File: src/rtl/operand_pair_sequencer_pkg.sv
// Shared definitions for the operand pair sequencer.
//   DEFAULT_DATA_WIDTH : default operand width (adder input width)
//   seq_state_t        : pairing FSM states
//   pair_t             : one buffered operand pair at the default width
package operand_pair_sequencer_pkg;

    localparam int DEFAULT_DATA_WIDTH = 32;

    typedef enum logic {
        EMPTY_A = 1'b0,   // no word held
        HAVE_A  = 1'b1    // first word of a pair is held in hold_a
    } seq_state_t;

    typedef struct packed {
        logic [DEFAULT_DATA_WIDTH-1:0] a;
        logic [DEFAULT_DATA_WIDTH-1:0] b;
        logic                          odd;
    } pair_t;

endpackage

File: src/rtl/operand_pair_sequencer_pair_fifo.sv
// Synchronous show-ahead FIFO holding packed operand pairs.
//   clock, reset : rising-edge clock, asynchronous active-high reset
//   push, push_data : write request and entry
//   pop          : consume head entry
//   head         : current head entry, all zeros when empty
//   full, empty  : occupancy flags
module operand_pair_sequencer_pair_fifo #(
    parameter int WIDTH = 65,
    parameter int DEPTH = 2
) (
    input  logic             clock,
    input  logic             reset,
    input  logic             push,
    input  logic [WIDTH-1:0] push_data,
    input  logic             pop,
    output logic [WIDTH-1:0] head,
    output logic             full,
    output logic             empty
);

    localparam int AW = (DEPTH > 1) ? $clog2(DEPTH) : 1;

    typedef logic [AW:0] ptr_t;

    logic [WIDTH-1:0] mem [DEPTH];
    ptr_t             wr_ptr;
    ptr_t             rd_ptr;
    logic             do_push;
    logic             do_pop;

    // The extra pointer MSB distinguishes full from empty when the index bits match.
    assign empty = (wr_ptr == rd_ptr);
    assign full  = (wr_ptr[AW] != rd_ptr[AW]) && (wr_ptr[AW-1:0] == rd_ptr[AW-1:0]);

    // A pop frees the slot in the same cycle, so a push into a full FIFO is legal then.
    assign do_pop  = pop && !empty;
    assign do_push = push && (!full || do_pop);

    // NOTE: storage array has no reset; pointers alone define validity, and
    // leaving the data unreset lets it map onto plain RAM/flops without reset muxes.
    always_ff @(posedge clock) begin
        if (do_push) begin
            mem[wr_ptr[AW-1:0]] <= push_data;
        end
    end

    // NOTE: sequential state uses non-blocking assignments so every flop samples
    // pre-edge values regardless of statement order.
    always_ff @(posedge clock or posedge reset) begin
        if (reset) begin
            wr_ptr <= '0;
            rd_ptr <= '0;
        end else begin
            if (do_push) wr_ptr <= wr_ptr + ptr_t'(1);
            if (do_pop)  rd_ptr <= rd_ptr + ptr_t'(1);
        end
    end

    assign head = empty ? '0 : mem[rd_ptr[AW-1:0]];

endmodule

File: src/rtl/operand_pair_sequencer.sv
// Pairs consecutive stream words into (a, b) operand pairs for the adder stage.
//   clock, reset          : rising-edge clock, asynchronous active-high reset
//   s_valid/s_ready       : input word handshake; s_data word, s_last ends burst
//   m_valid/m_ready       : output pair handshake
//   m_a, m_b, m_odd       : head pair; m_odd marks a final word paired with zero
//   pair_count            : pairs popped since reset, wrapping
module operand_pair_sequencer
    import operand_pair_sequencer_pkg::*;
#(
    parameter int DATA_WIDTH = DEFAULT_DATA_WIDTH,
    parameter int DEPTH      = 2,
    parameter int CNT_WIDTH  = 16
) (
    input  logic                  clock,
    input  logic                  reset,
    input  logic                  s_valid,
    output logic                  s_ready,
    input  logic [DATA_WIDTH-1:0] s_data,
    input  logic                  s_last,
    output logic                  m_valid,
    input  logic                  m_ready,
    output logic [DATA_WIDTH-1:0] m_a,
    output logic [DATA_WIDTH-1:0] m_b,
    output logic                  m_odd,
    output logic [CNT_WIDTH-1:0]  pair_count
);

    localparam int PAIR_W = 2 * DATA_WIDTH + 1;

    seq_state_t            state;
    logic [DATA_WIDTH-1:0] hold_a;
    logic                  accept;
    logic                  push;
    logic                  pop;
    logic [PAIR_W-1:0]     push_data;
    logic [PAIR_W-1:0]     head;
    logic                  full;
    logic                  empty;

    assign m_valid = !empty;
    assign pop     = m_valid && m_ready;

    // Readiness ignores the FSM state: even a word that would only be held waits
    // for FIFO space, keeping the ready path independent of pairing state.
    assign s_ready = !full || pop;
    assign accept  = s_valid && s_ready;

    // A pair completes on the second word, or on a lone final word of a burst.
    assign push = accept && ((state == HAVE_A) || s_last);

    assign push_data = (state == HAVE_A) ? {hold_a, s_data, 1'b0}
                                         : {s_data, {DATA_WIDTH{1'b0}}, 1'b1};

    always_ff @(posedge clock or posedge reset) begin
        if (reset) begin
            state  <= EMPTY_A;
            hold_a <= '0;
        end else if (accept) begin
            case (state)
                EMPTY_A: begin
                    if (!s_last) begin
                        hold_a <= s_data;
                        state  <= HAVE_A;
                    end
                end
                HAVE_A:  state <= EMPTY_A;
                default: state <= EMPTY_A;
            endcase
        end
    end

    always_ff @(posedge clock or posedge reset) begin
        if (reset) begin
            pair_count <= '0;
        end else if (pop) begin
            pair_count <= pair_count + CNT_WIDTH'(1);
        end
    end

    operand_pair_sequencer_pair_fifo #(
        .WIDTH (PAIR_W),
        .DEPTH (DEPTH)
    ) u_pair_fifo (
        .clock     (clock),
        .reset     (reset),
        .push      (push),
        .push_data (push_data),
        .pop       (pop),
        .head      (head),
        .full      (full),
        .empty     (empty)
    );

    assign {m_a, m_b, m_odd} = head;

endmodule
File: config.mk
export PLATFORM = sky130hd
export DESIGN_NAME = operand_pair_sequencer
export DESIGN_NICKNAME = d
export VERILOG_FILES = /design/src/rtl/operand_pair_sequencer_pkg.sv /design/src/rtl/operand_pair_sequencer_pair_fifo.sv /design/src/rtl/operand_pair_sequencer.sv
export SDC_FILE = /design/constraint.sdc
export NUM_CORES = 1
export LEC_CHECK = 0
export ABC_AREA = 1
export BUFFER_PORTS_ARGS = -buffer_cell sky130_fd_sc_hd__buf_2
export CAP_MARGIN = 0
export CORE_MARGIN = 10
export CORE_UTILIZATION = 55
export CTS_BUF_LIST = sky130_fd_sc_hd__clkbuf_8
export CTS_CLUSTER_DIAMETER = 150
export CTS_CLUSTER_SIZE = 25
export DETAILED_ROUTE_END_ITERATION = 12
export GPL_ROUTABILITY_DRIVEN = 0
export PLACE_DENSITY = 0.77
export SETUP_SLACK_MARGIN = 0.2
export SLEW_MARGIN = 20
export SYNTH_ARGS = -nofsm -noshare
export SYNTH_HDL_FRONTEND = slang
export SYNTH_SLANG_ARGS = --single-unit
File: constraint.sdc
create_clock -name clock -period 5.85 [get_ports clock]
set_input_delay 0.585 -clock clock [delete_from_list [all_inputs] [get_ports clock]]
set_output_delay 0.585 -clock clock [all_outputs]
set_load 0.05 [all_outputs]
=== Yosys cells after proc, flatten, opt, wreduce, memory -nomap -nowiden ===
Memory sizes are Yosys's and may differ from the RTL's.
Cells that the tools add are included.

* Bits in registers: 53
* Latch bits: 0
* RAM bits: 130
* Bits in read-only memories: 0
* Bits of input ports: 37
* Output and inout port bits: 83
* Word-level logic and storage cells: 32
* Memories kept: 1

{| class="wikitable"
|+ Memory list
! memory !! depth !! bits a word !! read ports !! clocked after Yosys merged registers in !! wr ports !! line !! source
|-
| u_pair_fifo.mem || 2 || 65 || 1 || 0 || 1 || operand_pair_sequencer_pair_fifo.sv:25 || <nowiki>logic [WIDTH-1:0] mem [DEPTH];</nowiki>
|}

* Add/subtract/negate cells: 3
* Multiply operators: 0
* Div/mod/pow operators: 0
* Magnitude comparators: 0
* Eq/ne operators: 3
* Shift operators: 0
* Mux-type cells: 6
* Bitwise operators: 2
* Reductions and logical operators: 12

{| class="wikitable"
|+ Operators with widths
! operator !! number
|-
| two-way mux 65 bit || 2
|-
| adder 16 x 1 -> 16 bit, second input constant || 1
|-
| logical AND 1 bit || 6
|-
| adder 2 x 1 -> 2 bit, second input constant || 2
|-
| logical OR 1 bit || 3
|-
| two-way mux 1 bit || 3
|-
| AND reduction 3 bit || 1
|-
| == test 2 bit || 1
|-
| zero test 1 bit || 2
|-
| inverter 1 bit || 2
|-
| one-hot mux 1 bit (2 select lines) || 1
|-
| == test 1 bit || 1
|-
| != test 1 bit || 1
|}

=== Depth between registers and ports, before layout ===
Gate-level depths: netlist of run 1.

* Depth in word-level cells: 9
* Depth in mapped cells: 8
* Mapped depth without buffers: 8

=== By module ===
A second synthesis of run 1 with hierarchy kept.

* Cell total of the unflattened synthesis: 772
* Area total of the unflattened synthesis: 8,076.5 um^2

{| class="wikitable"
|+ Modules (own cells, without submodules)
! module !! times used !! cells an instance !! area each (um^2)
|-
| operand_pair_sequencer_pair_fifo || 1 || 388 || 5,266.3
|-
| operand_pair_sequencer || 1 || 384 || 2,810.2
|}

=== Worst setup path after synthesis of run 1 ===
No wires, ideal clock.

* Path kind: register -> register
* Start: reg u_pair_fifo.wr_ptr[1]
* End: mem u_pair_fifo.mem[1][0], enable pin
* Arrival: 3,751 ps
* Required time: 5,361 ps
* Slack: 1,610 ps
* Cell stages (with the launch flop): 7
* Path buffers: 1
* Clock period less this slack: 4,240 ps
* Cell sequence: dfrtp_1 > xnor2_1 > nor2_1 > nand2_1 > buf_6 > nand3_1 > nor2_1

* Word-level cells in the longest chain between the ends: 9
* Elaborated cells between the ends (all ways): 14
* Those cells by class: eq/ne: 2; mux: 2; reduce/logical: 10

{| class="wikitable"
|+ RTL lines
! item !! line !! source
|-
| from (decl) || operand_pair_sequencer_pair_fifo.sv:26 || <nowiki>ptr_t wr_ptr;</nowiki>
|-
| from (signal assigned) || operand_pair_sequencer_pair_fifo.sv:54 || <nowiki>if (do_push) wr_ptr <= wr_ptr + ptr_t'(1);</nowiki>
|-
| == test 2 bit or != test 1 bit (tied branches) || operand_pair_sequencer_pair_fifo.sv:32, operand_pair_sequencer_pair_fifo.sv:33 ||
|-
| zero test 1 bit or logical AND 1 bit (tied branches) || operand_pair_sequencer_pair_fifo.sv:36, operand_pair_sequencer.sv:40, operand_pair_sequencer_pair_fifo.sv:33 ||
|-
| logical AND 1 bit or zero test 1 bit (tied branches) || operand_pair_sequencer.sv:41, operand_pair_sequencer_pair_fifo.sv:37, operand_pair_sequencer.sv:45 ||
|-
| logical OR 1 bit || operand_pair_sequencer.sv:45 || <nowiki>assign s_ready = !full || pop;</nowiki>
|-
| logical AND 1 bit || operand_pair_sequencer.sv:46 || <nowiki>assign accept = s_valid && s_ready;</nowiki>
|-
| logical AND 1 bit || operand_pair_sequencer.sv:49 || <nowiki>assign push = accept && ((state == HAVE_A) || s_last);</nowiki>
|-
| logical AND 1 bit * || operand_pair_sequencer_pair_fifo.sv:37 || <nowiki>assign do_push = push && (!full || do_pop);</nowiki>
|-
| two-way mux 1 bit * || operand_pair_sequencer_pair_fifo.sv:42 || <nowiki>if (do_push) begin</nowiki>
|-
| two-way mux 1 bit (not written as such) * || operand_pair_sequencer_pair_fifo.sv:43 || <nowiki>mem[wr_ptr[AW-1:0]] <= push_data;</nowiki>
|-
| to (decl) || operand_pair_sequencer_pair_fifo.sv:25 ||
|}

Mark *: on every way between the ends. The rest lies on a longest branch, timed or not.

=== Final worst setup path of run 1 ===
* Start: reg u_pair_fifo.rd_ptr[0]
* End: out m_a[31]

* Word-level cells in the longest chain between the ends: 2
* Elaborated cells between the ends (all ways): 3
* Those cells by class: eq/ne: 1; mux: 1; memory: 1

{| class="wikitable"
|+ RTL lines
! item !! line !! source
|-
| from (decl) || operand_pair_sequencer_pair_fifo.sv:27 || <nowiki>ptr_t rd_ptr;</nowiki>
|-
| from (signal assigned) || operand_pair_sequencer_pair_fifo.sv:55 || <nowiki>if (do_pop) rd_ptr <= rd_ptr + ptr_t'(1);</nowiki>
|-
| memory (2 x 65 bit) or == test 2 bit (tied branches) || -- ||
|-
| two-way mux 65 bit * || operand_pair_sequencer_pair_fifo.sv:59 || <nowiki>assign head = empty ? '0 : mem[rd_ptr[AW-1:0]];</nowiki>
|-
| to (decl) || operand_pair_sequencer.sv:22 || <nowiki>output logic [DATA_WIDTH-1:0] m_a,</nowiki>
|}

Marked as above.

==> results.cfg, run 1 <==
[synth]
synthXorXnorAreaFrac = 0.0104
syn_nets = 873
muxShareOfSynthArea = 0
syn_area_sq_mm = 0.00827
synth_top_family_by_area = simple AND/OR/NAND/NOR gates
yosys_register_bits = 183
yosys_warnings = 0
synthAdderAreaFrac = 0.00151
synthDistinctLibCells = 24
ys_seq_area_frac = 0.632
synth_compound_area_frac = 0.0699
synthCells = 835
yosys.area_share.simple = 0.225
syn_area_per_cell_sq_um = 9.90

[sta]
fmax_ghz = 0.285
finalCritPeriodShare = 0.600
relSlewSlack = 0.285
holdWs_ns = 0.303
hold_viol_final = 0
layout_setup_ws_ns = 2.34
finalSetupViolCount = 0
rsz0062_at_grt = false
finClkSkew_ns = 0.0111
worst_pin_slew_ns = 1.07
tns_ns = 0
min_period_ns = 3.51
report.final.slew_viol_count = 0

[clock_network]
insertion_delay_ns = 0.47
cts_buffer_depth = 2
cts_hold_buf = 0
cts_root_buf = clkbuf_8
cts_tree = done
post_cts_buffers = 0
cts_resized = 0
cts.htree.levels = 4
numCtsBuffers = 17
cts.sinks = 183
path_clk_slew_ns = 0.09

[setup_path]
crit_type = flip-flop to primary output
crit_path_start = u_pair_fifo.rd_ptr[0]$_DFFE_PP0P_
arrival_ns = 2.92
path_max_fanout = 67
cp-start-kind = flip-flop
cp_slowest_stage_delay_ns = 0.57
reg2reg_slack_ns = 2.75
path_cells = buf_4 > inv_2 > buf_4 > nand2_1 > a21oi_1 > buf_2
crit_path_end_kind = primary output
crit_required_ns = 5.27
slowest_stage = inv_2
cp_common_cell = buf_4
r2r_start = u_pair_fifo.wr_ptr[1]$_DFFE_PP0P_

[routing]
wl_mm = 18.5
drt-wirelength-per-cell_microns = 16.3
drc_errors = 0
drtAntennaViolNets = 0
drt_iter0_markers = 406
vias = 5964
vias_per_cell = 5.28
drt_pass1_iterations = 5

[floorplanning]
die_w_microns = 143
dieHeight_microns = 143
row_count = 44
initial_core_util = 0.565
coreArea_sq_mm = 0.0146
top_level_ports = 120
fp.dieArea_sq_mm = 0.0203

[final_layout]
antennaDiodeCount = 0
fillers = 1201
final_cell_mix = nand2_1 (393), edfxtp_1 (130), buf_2 (119)
areaGrowthSynthToFinish_pct = 12.0
final_nets = 970
drive_gt1_frac = 0.232
final_common_cell = nand2_1
multi_input_area_sq_mm = 0.00255
regArea_sq_mm = 0.00523

[placement]
io_buffers = 119
pre_cts_ws_ns = 2.64
hpwl_mm = 11.9

[grt]
grt_pass1_wl_mm = 29.9
grt_pass1_vias = 5819
track_usage = 0.186
grt_overflow = 0
grt_max_degree = 68
antenna_found_initial = 0

[status]
status = finished, final reports clean

[job]
max_cap_violations = 0

[hold_path]
hp-class = input pin to asynchronous set/reset pin
## cells by family (layout without fill, tap and decap cells)
logic type,Yosys count,in the layout
flip-flops,183,183
adder cells (fa/ha/maj),1,1
AND/OR/NAND/NOR,462,462
buffers and inverters,102,212
AO/OA/AOI/OAI,78,78
XOR/XNOR,9,9
## layout make-up
cell class,count,share of cell area
well taps,184,0.0249
clock buffers,17,0.0253
flip-flops and latches,183,0.565
inverters,53,0.0216
clock inverters,15,0.0174
multi-input cells,550,0.275
repair buffers,127,0.0708
## worst paths after layout
| kind | end | cells past startpoint |
|---|---|---|
| max in group asynchronous | state$_DFFE_PP0P_ | 3 |
| min in group clock | hold_a[8]$_DFFE_PP0P_ | 3 |
| setup reg to reg | u_pair_fifo.mem[1][36]$_DFFE_PP_ | 7 |
| setup / recovery | m_a[31] | 6 |
| hold / removal | hold_a[5]$_DFFE_PP0P_ | 3 |
| hold reg to reg | hold_a[8]$_DFFE_PP0P_ | 2 |
## critical path: cells and delay by family, from the launching register on
kind,cells,cell delay [ns]
AO/OA/AOI/OAI,1,0.20
buffers and inverters,4,1.72
flip-flops,1,0.43
AND/OR/NAND/NOR,1,0.10
## layer usage
| layer | vias to the layer above | GRT usage | wire, microns | part of all wire |
|---|---|---|---|---|
| met1 | 2841 | 0.226 | 7660 | 0.42 |
| li1 | 2922 | - | - | - |
| met2 | 179 | 0.313 | 9200 | 0.50 |
| met4 | 0 | 0.0619 | 250 | 0.014 |
| met3 | 22 | 0.0557 | 1350 | 0.073 |
| met5 | - | 0 | 0 | 0 |
## cell usage after synthesis, drive strengths merged
cell type / n / area share
nand2: 395 / 0.18
edfxtp: 130 / 0.47
a21oi: 65 / 0.062
dfrtp: 53 / 0.16
inv: 53 / 0.024
nand4: 38 / 0.029
clkbuf: 26 / 0.012
buf: 23 / 0.025
nor2: 20 / 0.0091
o21ai: 13 / 0.0079
xor2: 7 / 0.0074
nand3: 6 / 0.0042
nand3b: 3 / 0.0027
xnor2: 2 / 0.0030
ha: 1 / 0.0015
## state kept, by name, summed over array words and instances (netlist names)
register / flops
u_pair_fifo.rd_ptr: 2
u_pair_fifo.wr_ptr: 2
state: 1
hold_a: 32
u_pair_fifo.mem: 130
pair_count: 16
## per-stage QoR
step / instance area [sq um] / util / std cells
after detailed placement: 8870 / 0.606 / 1097
after global routing: 9260 / 0.633 / 1129
after global placement: 8870 / 0.606 / 1097
final: 9260 / 0.633 / 1129
after floorplan: 8270 / - / 835
after CTS: 9260 / 0.633 / 1129
Power of run 1 is not shown: default switching activity piles up to over one toggle a cycle in this logic, so the estimate is an artifact.
==> run 2, diff against run 1 <==
--- a/config.mk
+++ b/config.mk
@@ -5,17 +5,17 @@
 export SDC_FILE = /design/constraint.sdc
 export NUM_CORES = 1
 export LEC_CHECK = 0
-export ABC_AREA = 1
+export ABC_AREA = 0
 export BUFFER_PORTS_ARGS = -buffer_cell sky130_fd_sc_hd__buf_2
 export CAP_MARGIN = 0
 export CORE_MARGIN = 10
-export CORE_UTILIZATION = 55
+export CORE_UTILIZATION = 53
 export CTS_BUF_LIST = sky130_fd_sc_hd__clkbuf_8
 export CTS_CLUSTER_DIAMETER = 150
 export CTS_CLUSTER_SIZE = 25
 export DETAILED_ROUTE_END_ITERATION = 12
 export GPL_ROUTABILITY_DRIVEN = 0
-export PLACE_DENSITY = 0.77
+export PLACE_DENSITY = 0.78
 export SETUP_SLACK_MARGIN = 0.2
 export SLEW_MARGIN = 20
 export SYNTH_ARGS = -nofsm -noshare
==> constraint.sdc (replaced) <==
create_clock -name clock -period 3.1 [get_ports clock]
set_input_delay 0.31 -clock clock [delete_from_list [all_inputs] [get_ports clock]]
set_output_delay 0.31 -clock clock [all_outputs]
set_load 0.05 [all_outputs]
==> run 2 against run 1 <==
  * Utilization increased by 0.11 points
  * Critical path depth decreased by 1
  * Global-route usage decreased by 2.9 points
  * Critical path type unchanged
==> results.cfg, run 2 <==
[floorplanning]
dieHeight_microns = 140
coreArea_sq_mm = 0.0140
fp.dieArea_sq_mm = 0.0196
top_level_ports = 120
die_w_microns = 140
initial_core_util = 0.546
row_count = 43

[sta]
rsz0062_at_grt = false
min_period_ns = 2.67
report.final.slew_viol_count = 0
finalCritPeriodShare = 0.861
worst_pin_slew_ns = 0.693
finalSetupViolCount = 0
fmax_ghz = 0.375
finClkSkew_ns = 0.00840
tns_ns = 0
relSlewSlack = 0.538
hold_viol_final = 0

[placement]
hpwl_mm = 9.97
dp_cells = 784
io_buffers = 119

[final_layout]
drive_gt1_frac = 0.367
largest_reg_flops = 130
finalNonFillerCells = 817
multi_input_area_sq_mm = 0.00232
fillers = 1072
final_nets = 662
final_cell_mix = edfxtp_1 (130), buf_2 (119), nor2_1 (68)
areaGrowthSynthToFinish_pct = 16.0
antennaDiodeCount = 0
final_util = 0.634
final_common_cell = edfxtp_1
regArea_sq_mm = 0.00524

[routing]
drt_pass1_iterations = 4
drc_errors = 0
drt-wirelength-per-cell_microns = 18.4
drt_iter0_markers = 233
vias = 4321
wl_mm = 15.0
vias_per_cell = 5.29
drtAntennaViolNets = 0

[clock_network]
numCtsBuffers = 17
cts_resized = 0
cts_tree = done
cts_buffer_depth = 2
cts.htree.levels = 4
path_clk_slew_ns = 0.09
insertion_delay_ns = 0.45
cts.sinks = 183
cts_root_buf = clkbuf_8

[setup_path]
critPathCapture = m_a[27]
crit_type = flip-flop to primary output
r2r-end = hold_a[11]$_DFFE_PP0P_
path_max_fanout = 23
crit_required_ns = 2.79
crit_path_end_kind = primary output
cp-start-kind = flip-flop
arrival_ns = 2.36
r2r_start = u_pair_fifo.rd_ptr[0]$_DFFE_PP0P_
reg2reg_depth = 4
crit_path_start = u_pair_fifo.rd_ptr[0]$_DFFE_PP0P_
reg2reg_slack_ns = 0.85

[grt]
grt_max_degree = 66
track_usage = 0.158
antenna_found_initial = 2
grt_pass1_wl_mm = 24.5
grt_pass1_vias = 4678
grt_overflow = 0

[synth]
synth-edff-count = 130
synthDistinctLibCells = 33
synthArstFlopShare = 0.290
yosys_register_bits = 183
syn_nets = 540
synthCells = 502
yosys_warnings = 0
ys_seq_area_frac = 0.684
syn_area_sq_mm = 0.00764
syn_area_per_cell_sq_um = 15.2
netlist_top_cells_area = edfxtp_1 (51%), dfrtp_1 (17%), mux2_2 (9.3%)
yosysTopAreaCell = edfxtp_1
synthTopCellsByCount = edfxtp_1 (130), nor2_1 (68), mux2i_1 (65), mux2_2 (63), dfrtp_1 (53)
yosysTopAreaCellShare = 0.511
ys.flop_type = edfxtp_1
yosysMostFrequentCell = edfxtp_1

[status]
status = finished, final reports clean

[hold_path]
hold_depth = 2
hp-class = input pin to flip-flop
holdCritStartpoint = s_data[16]

[job]
max_cap_violations = 0
[run 2: cell types whose count changed in the layout (fill, tap and decap cells not counted), sizes merged, moves of 11 or more]
cell   previous run  this run
xnor2             2        16
inv              51         9
nand4            38         5
and2              0        33
nor2             20        68
nand2           395         9
o21ai            13         2
mux2              0        65
a21oi            65         1
mux2i             0        65
[run 2: cells by family after synthesis]
logic type | share of synthesized area
compound gates | 0.00524
flops | 0.684
mux | 0.181
xor+xnor | 0.0241
fa+ha+maj | 0.00164
simple gates | 0.0827
buf+inv | 0.0208
[run 2: layout make-up]
cell class / instances / share of cell area
clock inverter: 13 / 0.0134
sequential: 183 / 0.591
inverter: 3 / 0.00127
multi-input combinational: 289 / 0.262
tap: 180 / 0.0254
timing repair buffer: 130 / 0.0782
clock buffer: 19 / 0.0295
[run 2: worst max-delay path, stage by stage (launching register included)]
cell	delay (ns)
dfrtp_4	0.67
xnor2_1	0.32
and2_2	0.29
buf_4	0.30
nor2_1	0.10
buf_2	0.22
[run 2: what timing repair did]
item                      CTS  global route
hold buffers                1             0
setup buffers               0             0
hold endpoints to repair   23             0
[run 2: routing by layer]
layer / vias to the layer above / GRT usage / share of wire
met5: - / 0 / 0.00086
met4: 2 / 0.0674 / 0.026
met3: 28 / 0.0507 / 0.060
met2: 109 / 0.266 / 0.51
met1: 2133 / 0.181 / 0.41
li1: 2049 / - / -
[run 2: stage by stage]
| stage | hold WS [ns] | worst slack (ns) | cell area (sq um) |
|---|---|---|---|
| 6_report | 0.112 | 0.431 | 8860 |
| 5_1_grt | 0.0843 | 0.255 | 8860 |
| 4_1_cts | 0.0798 | 0.388 | 8860 |
| 3_5_place_dp | 0.433 | 0.821 | 8470 |
| 3_3_place_gp | 0.426 | 0.891 | 8470 |
| 2_1_floorplan | 0.459 | 0.100 | 7710 |
[run 2: worst min-delay path by stage]
| stage | end |
|---|---|
| after floorplan | hold_a[6]$_DFFE_PP0P_ |
| after global placement | hold_a[28]$_DFFE_PP0P_ |
| after detailed placement | hold_a[30]$_DFFE_PP0P_ |
| after CTS | hold_a[16]$_DFFE_PP0P_ |
| after global routing | hold_a[16]$_DFFE_PP0P_ |
| final | hold_a[16]$_DFFE_PP0P_ |
Power of run 2 is left out for the same reason.
